--- src/rtl/time_set_ctrl_pkg.sv ---
// Shared definitions for the clock mode/adjust controller: state encoding,
// display field indices and helpers mapping an edit state to its field.
package time_set_ctrl_pkg;

  typedef enum logic [2:0] {
    ST_RUN      = 3'd0,
    ST_SET_MIN  = 3'd1,
    ST_SET_HOUR = 3'd2,
    ST_SET_DAY  = 3'd3,
    ST_SET_MON  = 3'd4,
    ST_SET_YEAR = 3'd5
  } state_e;

  localparam int NUM_FIELDS = 6;
  localparam int F_SEC  = 0;
  localparam int F_MIN  = 1;
  localparam int F_HOUR = 2;
  localparam int F_DAY  = 3;
  localparam int F_MON  = 4;
  localparam int F_YEAR = 5;

  function automatic logic [NUM_FIELDS-1:0] field_onehot(input state_e st);
    logic [NUM_FIELDS-1:0] v;
    v = '0;
    case (st)
      ST_SET_MIN:  v[F_MIN]  = 1'b1;
      ST_SET_HOUR: v[F_HOUR] = 1'b1;
      ST_SET_DAY:  v[F_DAY]  = 1'b1;
      ST_SET_MON:  v[F_MON]  = 1'b1;
      ST_SET_YEAR: v[F_YEAR] = 1'b1;
      default:     v = '0;
    endcase
    return v;
  endfunction

  // Mode button walks the fields from finest to coarsest, then back to RUN.
  function automatic state_e next_mode(input state_e st);
    state_e n;
    case (st)
      ST_RUN:      n = ST_SET_MIN;
      ST_SET_MIN:  n = ST_SET_HOUR;
      ST_SET_HOUR: n = ST_SET_DAY;
      ST_SET_DAY:  n = ST_SET_MON;
      ST_SET_MON:  n = ST_SET_YEAR;
      default:     n = ST_RUN;
    endcase
    return n;
  endfunction

endpackage

--- src/rtl/time_set_ctrl_btn_repeat.sv ---
// One adjust button: rising-edge step plus hold-to-auto-repeat. A button only
// counts as pressed while the opposite button is released.
module btn_repeat
  import time_set_ctrl_pkg::*;
#(
  parameter int HOLD_CYCLES   = 24_000_000,
  parameter int REPEAT_CYCLES = 5_000_000,
  parameter int CNT_W         = 25
) (
  input  logic clk,
  input  logic rst_n,
  input  logic i_en,
  input  logic i_lvl,
  input  logic i_other,
  output logic o_step,
  output logic o_held
);

  localparam logic [CNT_W-1:0] HOLD_LAST = CNT_W'(HOLD_CYCLES - 1);
  localparam logic [CNT_W-1:0] REP_LAST  = CNT_W'(REPEAT_CYCLES - 1);

  logic             r_prev;
  logic             r_rep;
  logic [CNT_W-1:0] r_cnt;
  logic             w_lvl;
  logic             w_act;
  logic             w_rise;
  logic             w_fire;

  // The edge tracker follows the level even when disabled, so entering an
  // edit state with a button already down does not fake a fresh press.
  assign w_lvl  = i_lvl & ~i_other;
  assign w_act  = i_en & w_lvl;
  assign w_rise = w_act & ~r_prev;
  assign w_fire = w_act & r_prev & (r_cnt == (r_rep ? REP_LAST : HOLD_LAST));

  assign o_step = w_rise | w_fire;
  assign o_held = i_lvl;

  always_ff @(posedge clk or negedge rst_n) begin
    if (!rst_n) begin
      r_prev <= 1'b0;
      r_rep  <= 1'b0;
      r_cnt  <= '0;
    end else begin
      r_prev <= w_lvl;
      if (!w_act) begin
        r_rep <= 1'b0;
        r_cnt <= '0;
      end else if (w_fire) begin
        r_rep <= 1'b1;
        r_cnt <= '0;
      end else begin
        r_cnt <= r_cnt + CNT_W'(1);
      end
    end
  end

endmodule

--- src/rtl/time_set_ctrl.sv ---
// Mode/adjust controller for the seconds..year counter chain: RUN forwards the
// 1 Hz tick, SET states step one field from inc/dec, and a blink mask is made.
module time_set_ctrl
  import time_set_ctrl_pkg::*;
#(
  parameter int HOLD_CYCLES   = 24_000_000,
  parameter int REPEAT_CYCLES = 5_000_000,
  parameter int TIMEOUT_S     = 30,
  parameter int CNT_W         = 25
) (
  input  logic                  clk,
  input  logic                  rst_n,
  input  logic                  i_tick_1hz,
  input  logic                  i_btn_mode,
  input  logic                  i_inc_lvl,
  input  logic                  i_dec_lvl,
  output logic [NUM_FIELDS-1:0] o_en_field,
  output logic                  o_up,
  output logic                  o_down,
  output logic                  o_set_mode,
  output logic [NUM_FIELDS-1:0] o_blink_mask,
  output state_e                o_dbg_state
);

  localparam int TO_W = $clog2(TIMEOUT_S + 1);

  state_e                r_state;
  state_e                w_next;
  logic [TO_W-1:0]       r_to;
  logic                  r_phase;
  logic [NUM_FIELDS-1:0] r_en;
  logic                  r_up;
  logic                  r_down;
  logic                  r_set;
  logic [NUM_FIELDS-1:0] r_blink;

  logic w_in_set;
  logic w_step_inc;
  logic w_step_dec;
  logic w_held_inc;
  logic w_held_dec;
  logic w_any_held;
  logic w_raw_step;
  logic w_step;
  logic w_timeout;
  logic w_phase_next;

  assign w_in_set = (r_state != ST_RUN);

  btn_repeat #(
    .HOLD_CYCLES(HOLD_CYCLES), .REPEAT_CYCLES(REPEAT_CYCLES), .CNT_W(CNT_W)
  ) u_inc (
    .clk(clk), .rst_n(rst_n), .i_en(w_in_set), .i_lvl(i_inc_lvl),
    .i_other(i_dec_lvl), .o_step(w_step_inc), .o_held(w_held_inc)
  );

  btn_repeat #(
    .HOLD_CYCLES(HOLD_CYCLES), .REPEAT_CYCLES(REPEAT_CYCLES), .CNT_W(CNT_W)
  ) u_dec (
    .clk(clk), .rst_n(rst_n), .i_en(w_in_set), .i_lvl(i_dec_lvl),
    .i_other(i_inc_lvl), .o_step(w_step_dec), .o_held(w_held_dec)
  );

  assign w_any_held   = w_held_inc | w_held_dec;
  assign w_raw_step   = w_step_inc | w_step_dec;
  assign w_step       = w_raw_step & ~i_btn_mode;
  assign w_phase_next = r_phase ^ i_tick_1hz;
  assign w_timeout    = w_in_set & i_tick_1hz & ~i_btn_mode & ~w_raw_step &
                        ~w_any_held & (r_to == TO_W'(TIMEOUT_S - 1));

  always_comb begin
    w_next = r_state;
    if (i_btn_mode) begin
      w_next = next_mode(r_state);
    end else if (w_timeout) begin
      w_next = ST_RUN;
    end
  end

  always_ff @(posedge clk or negedge rst_n) begin
    if (!rst_n) begin
      r_state <= ST_RUN;
      r_to    <= '0;
      r_phase <= 1'b0;
    end else begin
      r_state <= w_next;
      r_phase <= w_phase_next;
      if (!w_in_set || i_btn_mode || w_raw_step || w_any_held || w_timeout) begin
        r_to <= '0;
      end else if (i_tick_1hz) begin
        r_to <= r_to + TO_W'(1);
      end
    end
  end

  // Enables are judged on the current state, so the tick that exits SET does
  // not leak into seconds; direction and flags follow the next state.
  always_ff @(posedge clk or negedge rst_n) begin
    if (!rst_n) begin
      r_en    <= '0;
      r_up    <= 1'b1;
      r_down  <= 1'b0;
      r_set   <= 1'b0;
      r_blink <= '0;
    end else begin
      r_set   <= (w_next != ST_RUN);
      r_blink <= ((w_next != ST_RUN) && w_phase_next && !w_any_held) ?
                 field_onehot(w_next) : '0;
      if (!w_in_set) begin
        r_en <= {{(NUM_FIELDS-1){1'b0}}, i_tick_1hz};
      end else begin
        r_en <= w_step ? field_onehot(r_state) : '0;
      end
      if (w_next == ST_RUN) begin
        r_up   <= 1'b1;
        r_down <= 1'b0;
      end else if (w_step) begin
        r_up   <= w_step_inc;
        r_down <= w_step_dec;
      end
    end
  end

  assign o_en_field   = r_en;
  assign o_up         = r_up;
  assign o_down       = r_down;
  assign o_set_mode   = r_set;
  assign o_blink_mask = r_blink;
  assign o_dbg_state  = r_state;

endmodule

--- config.mk ---
export PLATFORM = sky130hd
export DESIGN_NAME = time_set_ctrl
export DESIGN_NICKNAME = d
export VERILOG_FILES = /design/src/rtl/time_set_ctrl_pkg.sv /design/src/rtl/time_set_ctrl_btn_repeat.sv /design/src/rtl/time_set_ctrl.sv
export SDC_FILE = /design/constraint.sdc
export NUM_CORES = 1
export LEC_CHECK = 0
export BUFFER_PORTS_ARGS = -buffer_cell sky130_fd_sc_hd__buf_2
export CORE_UTILIZATION = 55
export CTS_BUF_LIST = sky130_fd_sc_hd__clkbuf_16
export CTS_CLUSTER_DIAMETER = 30
export DETAILED_ROUTE_END_ITERATION = 16
export GPL_TIMING_DRIVEN = 0
export PLACE_DENSITY = 0.76
export SLEW_MARGIN = 10
export SYNTH_ARGS = -nofsm -noshare
export SYNTH_HDL_FRONTEND = slang
export SYNTH_HIERARCHICAL = 1
export SYNTH_SLANG_ARGS = --single-unit
--- constraint.sdc ---
create_clock -name clk -period 2.78 [get_ports clk]
set_clock_uncertainty 0.15 [all_clocks]
set_input_delay 0.278 -clock clk [delete_from_list [all_inputs] [get_ports clk]]
set_output_delay 0.278 -clock clk [all_outputs]
set_load 0.05 [all_outputs]
# [Yosys cells after proc, flatten, opt, wreduce, memory -nomap -nowiden]
# Cells that the tools add are included.
[totals] register_bits=78 inputBits=6 out_inout_bits=18 word_cells=106
[op_classes] n_addsub=3 eq_ne=15 muxes=32 bitwise=28 n_reduce_logical=14
[op_table] operator="$mux W25" count=6
[op_table] operator="$add A25 B1 Y25 const B" count=2
[op_table] operator="$eq A25 B25 Y1" count=2
[op_table] operator="$mux W1" count=18
[op_table] operator="$mux W6" count=3
[op_table] operator="$and A1 B1 Y1" count=16
[op_table] operator="$pmux W3 S5" count=1
[op_table] operator="$eq A3 B2 Y1 const B" count=4
[op_table] operator="$eq A3 B3 Y1 const B" count=4
[op_table] operator="$mux W5" count=2
[op_table] operator="$not A1 Y1" count=7
[op_table] operator="$eq A3 B1 Y1 const B" count=2
[op_table] operator="$logic_not A3 Y1" count=2
[op_table] operator="$mux W3" count=2
[op_table] operator="$reduce_bool A3 Y1" count=2
[op_table] operator="$add A5 B1 Y5 const B" count=1
[op_table] operator="$eq A5 B5 Y1 const B" count=1
[op_table] operator="$logic_or A1 B1 Y1" count=4
[op_table] operator="$ne A2 B2 Y1 const B" count=2
[op_table] operator="$or A1 B1 Y1" count=4
[op_table] operator="$reduce_bool A2 Y1" count=2
[op_table] operator="$logic_and A1 B1 Y1" count=2
[op_table] operator="$logic_not A1 Y1" count=2
[op_table] operator="$xor A1 B1 Y1" count=1

# [Depth between registers and ports, before layout]
# Gate-level depths: netlist of the first run.
[depth] ltp_word=17 mapped_depth=10 ltp_nobuf=9

# [Hierarchy]
# The synthesis of the first run kept the hierarchy.
[modules_own_cells] module="btn_repeat at u_dec" n_inst=1 cells_each=152 area_per_inst_um2=1468.9 seq_area_each_um2=675.6
[modules_own_cells] module="btn_repeat at u_inc" n_inst=1 cells_each=144 area_per_inst_um2=1405.1 seq_area_each_um2=675.6
[modules_own_cells] module="time_set_ctrl" n_inst=1 cells_each=109 area_per_inst_um2=1167.4 seq_area_each_um2=576.8

# [Least setup slack after synthesis of the first run]
# Ideal clock, no wire load.
[synth_timing] path_kind="flip-flop to flip-flop" startpoint="reg r_state[1], in the netlist o_dbg_state[1]" endpoint="reg r_blink[3], in the netlist o_blink_mask[3]" setup_ps=80 t_arrival_ps=2547 t_required_ps=2550 path_slack_ps=3 path_stages_with_launch=10 n_path_buf=1 synth_period_minus_slack_ps=2777 path_cell_list="dfrtp_1 -> or3_4 -> nand2_1 -> or4_4 -> or2_1 -> o21ai_0 -> nor4_2 -> and4b_1 -> buf_6 -> nor3b_2"
[synth_via] elab_chain_len=16 word_cells_on_any_way=32 classes_between="eq/ne (5); mux (5); bitwise (17); reduce/logical (5)"
[synth_rtl] element="start, declared" line="time_set_ctrl.sv:27" source="state_e r_state;"
[synth_rtl] element="start signal, assigned" line="time_set_ctrl.sv:86" source="r_state <= w_next;"
[synth_rtl] element="$reduce_bool A3 Y1 (*)" line="time_set_ctrl.sv:48" source="assign w_in_set = (r_state != ST_RUN);"
[synth_rtl] element="named net w_in_set" line="time_set_ctrl.sv:37" source="logic w_in_set;"
[synth_rtl] element="$and A1 B1 Y1 (*)" line="time_set_ctrl_btn_repeat.sv:33" source="assign w_act = i_en & w_lvl;"
[synth_rtl] element="$and A1 B1 Y1 (2 in series)" line="time_set_ctrl_btn_repeat.sv:35" source="assign w_fire = w_act & r_prev & (r_cnt == (r_rep ? REP_LAST : HOLD_LAST));"
[synth_rtl] element="$or A1 B1 Y1 (*)" line="time_set_ctrl_btn_repeat.sv:37" source="assign o_step = w_rise | w_fire;"
[synth_rtl] element="named net w_step_inc" line="time_set_ctrl.sv:38" source="logic w_step_inc;"
[synth_rtl] element="$or A1 B1 Y1 (*)" line="time_set_ctrl.sv:65" source="assign w_raw_step = w_step_inc | w_step_dec;"
[synth_rtl] element="$not A1 Y1 (*)" line="time_set_ctrl.sv:68" source="assign w_timeout = w_in_set & i_tick_1hz & ~i_btn_mode & ~w_raw_step &"
[synth_rtl] element="$and A1 B1 Y1 (*) (2 in series)" line="time_set_ctrl.sv:68"
[synth_rtl] element="$and A1 B1 Y1 (*)" line="time_set_ctrl.sv:69" source="~w_any_held & (r_to == TO_W'(TIMEOUT_S - 1));"
[synth_rtl] element="$mux W3 (*)" line="time_set_ctrl.sv:75" source="end else if (w_timeout) begin"
[synth_rtl] element="$mux W3 (*)" line="time_set_ctrl.sv:73" source="if (i_btn_mode) begin"
[synth_rtl] element="$reduce_bool A3 Y1" line="time_set_ctrl.sv:107" source="r_blink <= ((w_next != ST_RUN) && w_phase_next && !w_any_held) ?"
[synth_rtl] element="$logic_and A1 B1 Y1 (2 in series)" line="time_set_ctrl.sv:107"
[synth_rtl] element="$mux W6 (*)" line="time_set_ctrl.sv:107"
[synth_rtl] element="end signal, assigned" line="time_set_ctrl.sv:107"
[synth_rtl] element="end, declared" line="time_set_ctrl.sv:35" source="logic [NUM_FIELDS-1:0] r_blink;"
# Mark *: on every way through the listed nets, which the timed path passes. The rest lies on a longest branch.
# A chain may end at the register's enable or synchronous reset.

# [Worst setup path after layout of the first run]
[layout_timing] startpoint="reg u_dec.r_cnt[9]" endpoint="reg r_up, in the netlist o_up"
[layout_via] elab_chain_len=12 word_cells_on_any_way=14 classes_between="eq/ne (1); mux (3); bitwise (8); reduce/logical (2)"
[layout_rtl] element="start, declared" line="time_set_ctrl_btn_repeat.sv:24" source="logic [CNT_W-1:0] r_cnt;"
[layout_rtl] element="start signal, assigned" line="time_set_ctrl_btn_repeat.sv:54" source="r_cnt <= r_cnt + CNT_W'(1);"
[layout_rtl] element="$eq A25 B25 Y1 (*)" line="time_set_ctrl_btn_repeat.sv:35"
[layout_rtl] element="$and A1 B1 Y1 (*)" line="time_set_ctrl_btn_repeat.sv:35"
[layout_rtl] element="$or A1 B1 Y1 (*)" line="time_set_ctrl_btn_repeat.sv:37"
[layout_rtl] element="named net w_step_dec" line="time_set_ctrl.sv:39" source="logic w_step_dec;"
[layout_rtl] element="$or A1 B1 Y1 (*)" line="time_set_ctrl.sv:65"
[layout_rtl] element="$not A1 Y1" line="time_set_ctrl.sv:68"
[layout_rtl] element="$and A1 B1 Y1 (2 in series)" line="time_set_ctrl.sv:68"
[layout_rtl] element="$and A1 B1 Y1" line="time_set_ctrl.sv:69"
[layout_rtl] element="$mux W3" line="time_set_ctrl.sv:75"
[layout_rtl] element="$mux W3" line="time_set_ctrl.sv:73"
[layout_rtl] element="$logic_not A3 Y1" line="time_set_ctrl.sv:114" source="if (w_next == ST_RUN) begin"
[layout_rtl] element="$mux W1 / $reduce_bool A2 Y1 (equally long branches)"
[layout_rtl] element="end signal, assigned" line="time_set_ctrl.sv:118" source="r_up <= w_step_inc;"
[layout_rtl] element="end, declared" line="time_set_ctrl.sv:32" source="logic r_up;"
# Marks and branches as above.

==> results of run 1 <==
-- through the flow --
stage / cells / power [uW]
CTS: 544 / 3210
floorplan: 405 / 1780
detailed placement: 523 / 1960
finish: 546 / 3190
global route: 546 / 3320
global placement: 522 / 1940
-- placed cells by master (no fill, tap or decap), types with 4 or more instances in the layout --
master     instances
nor4_1             6
clkbuf_16          9
o21ai_0            7
and3_1            10
buf_2             22
nor3_1            12
clkbuf_1           4
nand4b_1           4
buf_4             10
buf_6              5
dfrtp_1           73
nor2b_1            8
nand3_1           19
a31o_2             4
o21ai_2            6
inv_1              6
ha_1               4
o31ai_1            4
nand4_1           26
xor2_1            33
nand2b_1           6
xnor2_1           10
nor2_1            58
a21oi_1            4
nand2_1           34
-- path summary, 6_finish.rpt --
kind                                          start                   endpoint  slack (ns)
min in group asynchronous                     rst_n  u_dec/r_cnt[17]$_DFF_PN0_        0.24
max in group asynchronous                     rst_n           o_up$_DFFE_PN1P_        1.63
max reg2reg                u_dec/r_cnt[9]$_DFF_PN0_           o_up$_DFFE_PN1P_         0.1
max                        u_dec/r_cnt[9]$_DFF_PN0_           o_up$_DFFE_PN1P_         0.1
min                                       i_inc_lvl     u_dec/r_prev$_DFF_PN0_        0.02
min reg2reg                u_inc/r_cnt[0]$_DFF_PN0_   u_inc/r_cnt[0]$_DFF_PN0_        0.34
-- cell families (layout without fill, tap and decap cells) --
family                   count (synthesis)  after routing  share of synthesized area
XOR/XNOR                                44             44                     0.0972
buffers and inverters                   22             67                     0.0371
adder cells (fa/ha/maj)                  4              4                     0.0124
AND/OR/NAND/NOR                        218            218                      0.298
other                                    1              1                   0.000928
AO/OA/AOI/OAI                           39             39                     0.0768
flip-flops                              77             77                      0.477
-- what timing repair did --
item / in CTS / in global routing
hold buffers: 1 / 0
setup buffers: 4 / 2
hold endpoints to repair: 19 / 0
pin swaps: 2 / 4
gates resized for setup: 4 / 4
setup endpoints to repair: 12 / 12
-- flip-flops by register name (all words and copies together), names as in the netlist, 3 cells and up --
signal / flops
u_dec/r_cnt: 25
u_inc/r_cnt: 25
o_en_field: 6
o_blink_mask: 5
r_to: 5
o_dbg_state: 3
-- metal layers --
layer / up-vias / part of all wire / wire [um] / global-route usage
li1: 1511 / - / - / -
met1: 1533 / 0.48 / 3890 / 0.328
met2: 77 / 0.47 / 3880 / 0.357
met3: 8 / 0.042 / 344 / 0.0462
met4: 0 / 0.0082 / 67 / 0.0790
met5: - / 0 / 0 / 0
-- power by group --
| part | switching, uW | leakage (uW) | internal (uW) |
|---|---|---|---|
| Clock | 451 | 0.000158 | 790 |
| Combinational | 483 | 0.000763 | 204 |
| Sequential | 64.2 | 0.00105 | 1200 |
-- area by class of cell --
cell class,instances,area [sq um]
buffer,16,128
clock buffer,9,225
clock inverter,7,98.8
fill,528,2250
inverter,6,22.5
multi-input combinational,306,1970
sequential,77,1930
tap,96,120
timing repair buffer,29,190
==> flow_summary_export.csv, run 1 <==
group,metric,value,unit
final_layout,final_area,4690,sq um
routing,drc,0,
timing,rsz0062_at_grt,"yes",
grt,antenna_found_initial,0,
grt,track_usage,0.232,
routing,num_vias,3129,
floorplanning,die_area,7690,sq um
floorplanning,start_util,0.582,
synth,avgSynthCellArea,9.98,sq um
synth,synth_most_common_cell,"dfrtp_1",
worst_setup_path,crit_arrival,2.78,ns
worst_setup_path,critPathMaxStageDelay,0.55,ns
cts,numCtsBuffers,9,
placement,dpl-instance-area,4300,sq um
synth,synthFlopType,"dfrtp_1",
cts,htreeDepth,3,
worst_setup_path,cpLargestDelayFamily,"compound AO/OA/AOI/OAI gates",
timing,setup_slack,0.0964,ns
worst_setup_path,crit_type,"register to register",
synth,synth_edf_count,0,
timing,setup_viol,0,
cts,clk_path_buf_depth,2,
routing,wire_per_inst,15.0,um
power,p_per_area,680,nW/um^2
floorplanning,num_rows,30,
timing,final.period_utilization,0.965,
synth,syn_area,4040,sq um
worst_setup_path,cp_common_cell,"buf_4",
synth,syn_inst,405,
worst_setup_path,required,2.88,ns
synth,synth.top_cell.area_share,0.471,
timing,tightest_slew,0.724,ns
final_layout,utilization,0.675,
placement,portBuffers,21,
synth,ys_top_cells_by_count,"76 x dfrtp_1, 58 x nor2_1, 34 x nand2_1",
synth,ys_seq_area_frac,0.477,
synth,yosysWarnings,6,
cts,cts_tree,"yes",
worst_setup_path,crit_path_start_kind,"register",
worst_setup_path,crit_fanout,6,
grt,first_global_vias,2897,
synth,synth-seq-cells,77,
timing,hold_viol,0,
timing,period_needed,2.68,ns
final_layout,fin_nets,455,
worst_hold_path,worstHoldPathCells,2,
worst_hold_path,min_path_type,"primary input to register",
timing,max_slew_margin,0.516,
cts,clkTransAtPathRegs,0.06,ns
floorplanning,core_area,6940,sq um
synth,yosysUniqueCellTypes,65,
floorplanning,die_y,87.7,um
grt,grt_remaining_overflow,0,
worst_setup_path,r2r_cells,8,
placement,hpwl,5590,um
worst_setup_path,critPathCaptureType,"register",
synth,synth_area_leaders,"dfrtp_1 47%, xor2_1 7.2%, nor2_1 5.4%, nand4_1 4.0%, nand2_1 3.2%",
timing,setup-tns-final,0,ns
routing,vias_per_cell,5.73,
synth,postSynth.asyncResetShare,1.00,
routing,drt_iter0_drc,190,
routing,antenna_left,0,
worst_setup_path,cpMaxStageDelayCell,"or4_4",
routing,routed_wl,8190,um
worst_setup_path,cp.depth,8,
job,drv_cap,0,
cts,clock-sinks,77,
routing,drt-pass1-iter-count,4,
floorplanning,ioPinCount,24,
grt,grt_max_degree,59,
floorplanning,die_x,87.7,um
timing,whs,0.0184,ns
synth,yosysTopAreaCell,"dfrtp_1",
placement,gp_congestion,0.829,
timing,final_max_slew_viol_count,0,
placement,dp_slack,-0.169,ns
cts,cts_root_buffer,"clkbuf_16",
worst_setup_path,cp_num_buf_inv,2,
final_layout,drive_gt1_frac,0.191,
cts,insertion_delay,0.33,ns
status,status,"finished clean",
timing,max_freq,373,MHz
final_layout,num_antenna_cells,0,
grt,grt_pass1_wl,13700,um
synth,synth_nets,415,
final_layout,syn2layout_area_growth,16.0,%
power,p_leak,0.00197,uW
worst_setup_path,crit_path_cell_trace,"buf_4 > or4_4 > a2111oi_4 > nand4_1 > o21ai_2 > buf_4 > nand2b_1 > a2111o_1",
power,peakVddDrop,0.604,mV
No activity file was read; power rests on OpenSTA's default activity.
==> run 2: changes to the inputs <==
Clock period 2.78 ns to 2.25 ns, I/O delays scaled along.
==> run 2 against run 1 <==
Compared with the run above:
- the flow now finishes with violations (negative setup slack)
- global-route usage is 4.3 points higher
- flip-flop and latch count did not move
- count of clock-buffer cells in the layout unchanged
- sequential share of layout area fell by 4.4 points
- register-to-register slack got worse by 0.48 ns
- worst hold slack improved by 0.068 ns
- maximum frequency increased by 2.1%
- worst setup slack worse by 0.48 ns
- routed wire length up 25%
- critical endpoint is now o_down$_DFFE_PN0P_
- largest cell class unchanged
==> flow_summary_export.csv, run 2 (synthesis gave the netlist of run 1 again) <==
group,metric,value,unit
timing,final_max_slew_viol_count,0,
routing,routed_wl,10300,um
grt,grt_max_degree,52,
floorplanning,die_x,87.7,um
routing,wire_per_inst,17.7,um
floorplanning,core_area,6940,sq um
routing,drc,0,
floorplanning,start_util,0.582,
grt,track_usage,0.274,
power,peakVddDrop,0.850,mV
worst_setup_path,crit_arrival,2.73,ns
grt,first_global_vias,3296,
cts,clkTransAtPathRegs,0.06,ns
status,violations,"negative setup slack",
routing,drt_iter0_drc,350,
placement,hpwl,5590,um
worst_setup_path,required,2.35,ns
floorplanning,ioPinCount,24,
grt,grt_remaining_overflow,0,
placement,dp_slack,-0.498,ns
final_layout,syn2layout_area_growth,30.1,%
power,p_per_area,766,nW/um^2
placement,gp_congestion,0.886,
worst_hold_path,min_path_type,"primary input to register",
cts,cts_root_buffer,"clkbuf_16",
floorplanning,die_area,7690,sq um
final_layout,fin_nets,491,
worst_setup_path,cpLargestDelayFamily,"simple AND/OR/NAND/NOR gates",
timing,hold_viol,0,
power,p_leak,0.00218,uW
routing,vias_per_cell,6.00,
timing,setup_viol,65,
floorplanning,die_y,87.7,um
routing,drt-pass1-iter-count,5,
cts,insertion_delay,0.33,ns
timing,max_freq,380,MHz
cts,clock-sinks,77,
timing,tightest_slew,0.784,ns
routing,antenna_left,0,
timing,period_needed,2.63,ns
worst_setup_path,crit_fanout,5,
worst_setup_path,rrSetupSlack,-0.38,ns
final_layout,num_antenna_cells,0,
grt,grt_pass1_wl,16100,um
final_layout,drive_gt1_frac,0.331,
worst_setup_path,critPathMaxStageDelay,0.52,ns
placement,portBuffers,21,
worst_setup_path,crit_path_start_kind,"register",
worst_setup_path,cp_num_buf_inv,2,
timing,rsz0062_at_grt,"yes",
timing,final.period_utilization,1.17,
status,status,"finished with violations",
worst_setup_path,cpMaxStageDelayCell,"or4_4",
grt,antenna_found_initial,0,
power,report.power.total,4020,uW
cts,cts_tree,"yes",
worst_setup_path,crit_path_cell_trace,"buf_6 > or4_4 > a2111oi_4 > nand4_1 > o21ai_2 > nor4_2 > and4b_2 > buf_6 > nor3b_2",
routing,num_vias,3493,
final_layout,layout_commonest_cell,"dfrtp_1",
timing,max_slew_margin,0.475,
worst_setup_path,critPathCaptureType,"register",
cts,htreeDepth,3,
cts,clk_path_buf_depth,2,
worst_setup_path,crit_type,"register to register",
floorplanning,num_rows,30,
final_layout,n_fill_cell,435,
cts,numCtsBuffers,9,
job,drv_cap,0,
worst_setup_path,cp_common_cell,"buf_6",
final_layout,final_cell_mix,"69 x dfrtp_1, 40 x nor2_1, 33 x xor2_1",
timing,setup_slack,-0.380,ns
[run 2: cell types whose count changed in the layout (fill, tap and decap cells not counted), sizes merged]
cell         previous run  this run
buf                    40        73
bufinv                  2         1
clkinv                  4         3
clkinvlp                0         3
dlygate4sd3             1         4
inv                     7         6
[run 2: metal layers]
metal	up-vias	GRT usage	share of wire
met4	0	0.124	0.022
met1	1706	0.374	0.43
li1	1588	-	-
met5	-	0	0
met3	23	0.0452	0.056
met2	176	0.433	0.50
[run 2: layout make-up]
type	count	area (sq um)	area share
clock inverters	7	66.3	0.0126
flip-flops and latches	77	1940	0.368
repair buffers	65	571	0.109
multi-input cells	306	2190	0.416
clock buffers	9	225	0.0428
inverters	6	22.5	0.00428
well taps	96	120	0.0228
plain buffers	16	129	0.0245
[run 2: what timing repair did]
action                                 in CTS  in global routing
cloned                                      2                  0
setup endpoints to repair                  31                 47
resized for setup                          30                 44
endpoints found under the hold margin      29                  0
buffers inserted                           32                 10
pin swaps                                  27                 27
hold buffers                                4                  0
[run 2: path summary, 6_finish.rpt]
check	end	cells after the start	from
worst min-delay path	u_dec/r_prev$_DFF_PN0_	2	i_dec_lvl
worst max register to register	o_down$_DFFE_PN0P_	9	u_dec/r_cnt[6]$_DFF_PN0_
worst min register to register	u_dec/r_cnt[0]$_DFF_PN0_	1	u_dec/r_cnt[0]$_DFF_PN0_
max in group asynchronous	o_dbg_state[0]$_DFF_PN0_	3	rst_n
min in group asynchronous	u_dec/r_cnt[1]$_DFF_PN0_	2	rst_n
worst max-delay path	o_down$_DFFE_PN0P_	9	u_dec/r_cnt[6]$_DFF_PN0_
[run 2: where the power goes]
| group | internal [uW] | switching (uW) |
|---|---|---|
| clock | 850 | 562 |
| sequential | 1480 | 80.0 |
| combinational | 354 | 695 |
| total | 2690 | 1340 |
[run 2: stage by stage]
stage | util | setup TNS, ns | area (sq um) | std cells | hold WS (ns)
2_1_floorplan | - | -1.77 | 4060 | 405 | -0.221
3_3_place_gp | 0.617 | -7.03 | 4280 | 522 | 0.317
3_5_place_dp | 0.621 | -7.74 | 4310 | 523 | 0.0189
4_1_cts | 0.729 | -5.66 | 5060 | 577 | 0.0799
5_1_grt | 0.757 | -13.47 | 5260 | 582 | 0.0872
6_report | 0.757 | -10.13 | 5260 | 582 | 0.0861
